## src/rtl/instr_fetch_unit.sv

```systemverilog
// Fetch stage: owns the PC, issues one imem read per instruction and holds the result for decode.
// Every output is registered. A redirect overrides all other events and squashes any fetch in flight.
module instr_fetch_unit #(
  parameter int                ADDR_W   = 8,
  parameter int                IMM_W    = 8,
  parameter logic [ADDR_W-1:0] RESET_PC = '0
) (
  input  logic              clk,
  input  logic              rst_n,
  output logic              imem_req,
  output logic [ADDR_W-1:0] imem_addr,
  input  logic              imem_rvalid,
  input  logic [IMM_W+3:0]  imem_rdata,
  output logic              instr_valid,
  input  logic              instr_ready,
  output logic [3:0]        opcode,
  output logic [IMM_W-1:0]  imm,
  output logic [ADDR_W-1:0] instr_pc,
  input  logic              redirect_valid,
  input  logic [ADDR_W-1:0] redirect_target
);

  typedef enum logic [1:0] {S_REQ, S_WAIT, S_VALID} state_t;

  localparam logic [ADDR_W-1:0] PC_ONE = {{(ADDR_W-1){1'b0}}, 1'b1};

  state_t            state, state_nx;
  logic [ADDR_W-1:0] pc, pc_nx;
  logic [ADDR_W-1:0] addr_nx, ipc_nx;
  logic [IMM_W+3:0]  ir, ir_nx;
  logic              req_nx, valid_nx;
  logic              discard, discard_nx;

  assign opcode = ir[IMM_W+3:IMM_W];
  assign imm    = ir[IMM_W-1:0];

  always_ff @(posedge clk) begin
    if (!rst_n) begin
      state       <= S_REQ;
      pc          <= RESET_PC;
      imem_req    <= 1'b0;
      imem_addr   <= '0;
      instr_valid <= 1'b0;
      ir          <= '0;
      instr_pc    <= '0;
      discard     <= 1'b0;
    end else begin
      state       <= state_nx;
      pc          <= pc_nx;
      imem_req    <= req_nx;
      imem_addr   <= addr_nx;
      instr_valid <= valid_nx;
      ir          <= ir_nx;
      instr_pc    <= ipc_nx;
      discard     <= discard_nx;
    end
  end

  // imem_req is high for the single cycle the FSM spends in S_REQ with a request
  // on the bus; every transition into S_REQ launches that request one edge early
  // so the fetch loop runs at one instruction per three cycles.
  always_comb begin
    state_nx   = state;
    pc_nx      = pc;
    req_nx     = 1'b0;
    addr_nx    = imem_addr;
    valid_nx   = instr_valid;
    ir_nx      = ir;
    ipc_nx     = instr_pc;
    discard_nx = discard;

    case (state)
      S_REQ: begin
        if (redirect_valid) begin
          pc_nx = redirect_target;
        end else if (imem_req) begin
          state_nx = S_WAIT;
        end else begin
          req_nx  = 1'b1;
          addr_nx = pc;
        end
      end

      S_WAIT: begin
        if (redirect_valid) begin
          pc_nx = redirect_target;
          if (imem_rvalid) begin
            discard_nx = 1'b0;
            state_nx   = S_REQ;
            req_nx     = 1'b1;
            addr_nx    = redirect_target;
          end else begin
            discard_nx = 1'b1;
          end
        end else if (imem_rvalid) begin
          if (discard) begin
            discard_nx = 1'b0;
            state_nx   = S_REQ;
            req_nx     = 1'b1;
            addr_nx    = pc;
          end else begin
            ir_nx    = imem_rdata;
            ipc_nx   = pc;
            pc_nx    = pc + PC_ONE;
            valid_nx = 1'b1;
            state_nx = S_VALID;
          end
        end
      end

      S_VALID: begin
        if (redirect_valid) begin
          valid_nx = 1'b0;
          pc_nx    = redirect_target;
          state_nx = S_REQ;
          req_nx   = 1'b1;
          addr_nx  = redirect_target;
        end else if (instr_ready) begin
          valid_nx = 1'b0;
          state_nx = S_REQ;
          req_nx   = 1'b1;
          addr_nx  = pc;
        end
      end

      default: state_nx = S_REQ;
    endcase
  end

endmodule

```

## config.mk

```make
export PLATFORM = sky130hd
export DESIGN_NAME = instr_fetch_unit
export DESIGN_NICKNAME = d
export VERILOG_FILES = /design/src/rtl/instr_fetch_unit.sv
export SDC_FILE = /design/constraint.sdc
export NUM_CORES = 1
export LEC_CHECK = 0
export ABC_AREA = 1
export BUFFER_PORTS_ARGS = -buffer_cell sky130_fd_sc_hd__buf_4
export CORE_UTILIZATION = 55
export DETAILED_ROUTE_END_ITERATION = 8
export PLACE_DENSITY = 0.83
export SLEW_MARGIN = 20
export SYNTH_ARGS = -nofsm -noshare
export SYNTH_HDL_FRONTEND = slang
export SYNTH_SLANG_ARGS = --single-unit
```

## constraint.sdc

```tcl
create_clock -name clk -period 2.38 [get_ports clk]
set_input_delay 0.238 -clock clk [delete_from_list [all_inputs] [get_ports clk]]
set_output_delay 0.238 -clock clk [all_outputs]
set_load 0.005 [all_outputs]
```

==> flow_summary.toml, run 1 <==
[status]
status = "completed"

[synth]
synth_top_family_by_area = "simple AND/OR/NAND/NOR gates"
yosysTopAreaCell = "dfxtp_1"
synthMuxAreaShare_pct = 0
yosys-top-cells-area = "dfxtp_1 41%, nor2_1 14%, nand2_1 11%, o21ai_0 10%, ha_1 4.4%"
synth_seq_area_share_pct = 41.5
synth_area_per_cell_um2 = 6.76
syn_inst = 293
synth_top_area_share_pct = 41.5
ys_warn_count = 0
synth_cell_types = 23
syn-num-nets = 325
synthXorXnorAreaFrac_pct = 0.442
ys_seq_elements = 41
synth_area_um2 = 1980
synth_compound_area_share_pct = 14.5
yosys.area_share.simple_pct = 32.4
synth_fa_ha_area_share_pct = 4.42

[timing]
skew_ns = 0.00777
max_freq_mhz = 575
hold_viol = 0
whs_ns = 0.110
fin_crit_sh_pct = 73.0
setup_viol_count_final = 0
maxSlewHeadroom_pct = 68.1
maxSlewViolCount = 0
max_slew.worst_pin.slew_ns = 0.477
fin_crit_ns = 1.74
fin_tns_setup_ns = 0
rsz0062_at_grt = "no"

[global_route]
grt_pass1_vias = 1643
grt_max_degree = 37
grt_antenna_before_repair = 0
grt_first_pass_wirelength_um = 7010
gr-total-overflow = 0
grt_use_total_pct = 24.5

[drt]
first_pass_iters = 4
ant_nets = 0
routed_wirelength_um = 4430
drtIter0Drc = 74
viasPerCell = 4.91
avgRoutedWirePerCell_um = 11.3
via_count = 1928
remaining_drc_errors = 0

[power]
p_seq_share_pct = 42.5
p_sw_share_pct = 39.3
peakVddDrop_mv = 0.495
clockPowerShare_pct = 14.6
power_density_nw_per_um2 = 967
cell_internal_pwr_mw = 1.44
combPwrFrac_pct = 43.0
p_leak_nw = 1.21
power_mw = 2.38
switchingPower_mw = 0.935

[final_layout]
antenna_cells = 0
drive_above_1_share_pct = 20.7
syn2layout_area_growth_pct = 24.3
fin_nets = 379

[placed_design]
dp_hpwl_um = 3260
portBuffers = 54
gp_congestion = 0.916

[floorplan]
io_pins = 55
start_util_pct = 58.4
die_width_um = 62.0
rows = 21
core_area_um2 = 3390
dieArea_um2 = 3840
die_h_um = 62.0

[clock_network]
numCtsBuffers = 5
cts_resized = 0
cts_root_buf = "clkbuf_4"
postCtsSetupRepairBufs = 0
clkLatencyLatePin_ns = 0.34
clk_path_buf_depth = 2
cts_hold_buf = 0
path_clk_slew_ns = 0.11
cts_tree = "yes"
cts.sinks = 41
htree_levels = 2

[worst_setup_path]
critPathLaunchType = "register"
reg2reg_from = "state[0]"
path_class = "register to register"
end_kind = "register"
required_ns = 2.66
worstPathMaxFanout = 10
worstPathArrival_ns = 2.02
crit_path_start = "state[0]"

[worst_hold_path]
holdCritStartpoint = "imem_rdata[9]"
hp-class = "primary input to register"

[flow_run]
maxCapViolCount = 0
## final cells by class
type | count | area [µm²]
Tap cell | 46 | 57.6
Inverter | 24 | 90.1
Clock buffer | 7 | 55.1
Timing Repair Buffer | 55 | 413
Sequential cell | 41 | 821
Multi-Input combinational cell | 220 | 1020
Fill cell | 297 | 930
## cell usage after synthesis (all sizes together)
library cell  instances
nor2                 77
nand2                59
o21ai                42
dfxtp                41
inv                  24
nand3                17
a21oi                12
ha                    7
buf                   5
clkbuf                3
nor3                  2
nand3b                1
o211ai                1
o221ai                1
xnor2                 1
## routing by layer
metal / up-vias / global-route usage (%) / routed length, µm
li1: 1042 / - / -
met1: 826 / 32.7 / 2180
met2: 54 / 39.1 / 1930
met3: 6 / 5.80 / 266
met4: 0 / 7.94 / 52
met5: - / 0 / 0
## cell families (layout without fill, tap and decap cells)
kind of cell               Yosys count  in the layout
buffers and inverters               32             86
adders and majority gates            7              7
xor gates and xnor gates             1              1
AOI/OAI and AO/OA                   56             56
DFF                                 41             41
and+or+nand+nor                    156            156
## cell usage in the layout, fill, tap and decap left out, types with 2 or more instances in the layout
cell / n
nor2_1: 75
nor3_1: 2
a21oi_1: 12
dfxtp_1: 41
inv_2: 4
nand2_2: 3
nand2_1: 56
clkbuf_4: 5
ha_1: 7
buf_4: 55
o21ai_0: 41
nand3_2: 2
inv_1: 20
nand3_1: 15
## per-stage QoR
stage,area [µm²],setup slack (ns),std cells,util [%]
after floorplan,1980,0.909,293,-
after global placement,2400,0.773,386,70.9
after detailed placement,2400,0.676,386,70.9
after CTS,2460,0.652,393,72.6
after global routing,2460,0.410,393,72.6
final,2460,0.642,393,72.6
## flip-flops by register name, summed over array words and instances, names as in the netlist
| name | flops |
|---|---|
| pc | 8 |
| instr_valid | 1 |
| instr_pc | 8 |
| discard | 1 |
| ir | 12 |
| state | 2 |
| imem_addr | 8 |
| imem_req | 1 |
## worst paths after layout
check / to / slack, ns / depth (start not counted)
worst max-delay path: pc[6] / 0.64 / 9
worst max register to register: pc[6] / 0.64 / 9
worst min register to register: imem_addr[2] / 0.50 / 2
worst min-delay path: ir[9] / 0.11 / 3
## power groups by stage
stage	Sequential, mW	Clock (mW)	Combinational (mW)
finish	1.01	0.347	1.02
global route	1.04	0.383	1.18
CTS	1.01	0.353	1.02
detailed placement	1.03	0	1.02
global placement	1.02	0	1.00
floorplan	1.01	0	0.665
## worst max-delay path, cell delays in order, from the launching register on
cell and delay, ns:
dfxtp_1 0.46, inv_1 0.13, ha_1 0.24, inv_1 0.11, nand3_2 0.17, inv_2 0.20
nor2_1 0.06, nor2_1 0.12, nand2_1 0.07, a21oi_1 0.11
No activity file was read; power rests on OpenSTA's default activity.
==> run 2: changes to the inputs <==
--- a/config.mk
+++ b/config.mk
@@ -7,9 +7,9 @@
 export LEC_CHECK = 0
 export ABC_AREA = 1
 export BUFFER_PORTS_ARGS = -buffer_cell sky130_fd_sc_hd__buf_4
-export CORE_UTILIZATION = 55
+export CORE_UTILIZATION = 46
 export DETAILED_ROUTE_END_ITERATION = 8
-export PLACE_DENSITY = 0.83
+export PLACE_DENSITY = 0.74
 export SLEW_MARGIN = 20
 export SYNTH_ARGS = -nofsm -noshare
 export SYNTH_HDL_FRONTEND = slang
==> constraint.sdc (replaced) <==
create_clock -name clk -period 1.5 [get_ports clk]
set_input_delay 0.15 -clock clk [delete_from_list [all_inputs] [get_ports clk]]
set_output_delay 0.15 -clock clk [all_outputs]
set_load 0.005 [all_outputs]
==> run 2 against run 1 <==
  * Design area is 11% higher
  * Die area is 19% higher
  * Clock power grew to 2.7 times the previous value
  * Non-clock buffer count is 13 higher
  * Register-to-register slack worse by 0.60 ns
  * Clock skew is 0.0018 ns lower
  * Global-route usage is 2.4 points lower
  * Via count is 6.2% higher
  * Setup slack worse by 0.60 ns
  * Total power is 92% higher
  * Flip-flop and latch count stayed put
  * Core utilization is 5.4 points lower
  * Critical path type unchanged
==> flow_summary.toml, run 2 (synthesis results as in run 1) <==
[timing]
maxSlewViolCount = 0
skew_ns = 0.00592
max_freq_mhz = 686
setup_viol_count_final = 0
fin_crit_sh_pct = 97.1
fin_crit_ns = 1.46
maxSlewHeadroom_pct = 79.1
setup_ws_ns = 0.0433
hold_viol = 0
max_slew.worst_pin.slew_ns = 0.314

[worst_setup_path]
worst_r2r_path_depth = 8
crit_path_start = "state[0]"
worstPathArrival_ns = 1.64
critPathLaunchType = "register"
reg2reg_from = "state[0]"
path_class = "register to register"
worstPathMaxFanout = 5
r2r-end = "state[1]"
reg2reg_slack_ns = 0.04
end_kind = "register"
endpoint = "state[1]"
required_ns = 1.69

[final_layout]
final_common_cell = "nor2_1"
antenna_cells = 0
largest_register_ff_count = 12
regArea_um2 = 823
final_core_util_pct = 67.2
drive_above_1_share_pct = 28.5
fin_nets = 393
fill_cells = 350
multi_input_area_um2 = 1090
largest-register = "ir"
syn2layout_area_growth_pct = 37.8
final_cell_mix = "73 x nor2_1, 66 x buf_4, 55 x nand2_1"
stdcell_count = 412

[clock_network]
clk_path_buf_depth = 2
clkLatencyLatePin_ns = 0.29
numCtsBuffers = 5
path_clk_slew_ns = 0.08
cts_tree = "yes"
cts.sinks = 41
cts_root_buf = "clkbuf_8"
htree_levels = 2

[drt]
routed_wirelength_um = 4920
viasPerCell = 4.97
first_pass_iters = 5
remaining_drc_errors = 0
ant_nets = 0
avgRoutedWirePerCell_um = 11.9
via_count = 2048
drtIter0Drc = 94

[floorplan]
die_h_um = 67.6
die_width_um = 67.6
core_area_um2 = 4060
dieArea_um2 = 4570
rows = 23
io_pins = 55
start_util_pct = 48.8

[power]
peakVddDrop_mv = 0.718
power_mw = 4.57
power_density_nw_per_um2 = 1670
p_leak_nw = 1.33

[global_route]
grt_pass1_vias = 1704
grt_use_total_pct = 22.1
grt_first_pass_wirelength_um = 7590
grt_antenna_before_repair = 0
gr-total-overflow = 0
grt_max_degree = 37

[status]
status = "completed"

[placed_design]
portBuffers = 54
gp_congestion = 0.827
dp.cells = 402
place_ws_ns = -0.0411
dp_hpwl_um = 3440

[flow_run]
maxCapViolCount = 0

[worst_hold_path]
whs_path_depth = 3
hp-class = "primary input to register"
## run 2: power breakdown
group / total (mW) / switching [mW] / internal (mW)
Clock: 0.927 / 0.386 / 0.541
Combinational: 2.04 / 1.12 / 0.924
Sequential: 1.60 / 0.222 / 1.38
## run 2: area by class of cell
cell class,instances,share of cell area [%]
Clock inverter,2,1.38
Inverter,24,3.58
Multi-Input combinational cell,221,39.9
Timing Repair Buffer,68,19.6
Clock buffer,6,3.03
Tap cell,50,2.29
Sequential cell,41,30.2
## run 2: layer usage
layer	track usage (%)	wire length [µm]
met1	28.7	2280
met2	34.2	2280
met3	6.42	324
met4	7.98	34
met5	0	0
## run 2: what timing repair did
| action | 4_1_cts | 5_1_grt |
|---|---|---|
| setup buffers | 0 | 1 |
| pin swaps | 0 | 7 |
| gates resized for setup | 3 | 27 |
| hold buffers | 0 | 0 |
| endpoints found under the setup margin | 14 | 37 |
| cloned | 0 | 1 |
## run 2: critical path, cell delays in order, from the launching register on
cell	delay [ns]
dfxtp_2	0.34
buf_4	0.13
ha_2	0.21
nand2_1	0.07
nand2_1	0.12
nor2_1	0.18
nand2_2	0.09
o21ai_0	0.16
nor2_1	0.05
## run 2: worst min-delay path by stage
stage | slack, ns | endpoint | start
detailed placement | 0.38 | ir[5] | imem_rdata[5]
floorplan | 0.28 | ir[10] | imem_rdata[10]
finish | 0.07 | ir[0] | imem_rdata[0]
CTS | 0.06 | ir[0] | imem_rdata[0]
global placement | 0.37 | ir[5] | imem_rdata[5]
global route | 0.07 | ir[7] | imem_rdata[7]
## run 2: metrics by stage
stage | hold slack (ns) | setup TNS [ns] | cell area (µm²)
2_1_floorplan | 0.285 | 0 | 1980
3_3_place_gp | 0.371 | -0.0329 | 2520
3_5_place_dp | 0.379 | -0.186 | 2520
4_1_cts | 0.0641 | 0 | 2650
5_1_grt | 0.0652 | -0.0420 | 2730
6_report | 0.0703 | 0 | 2730
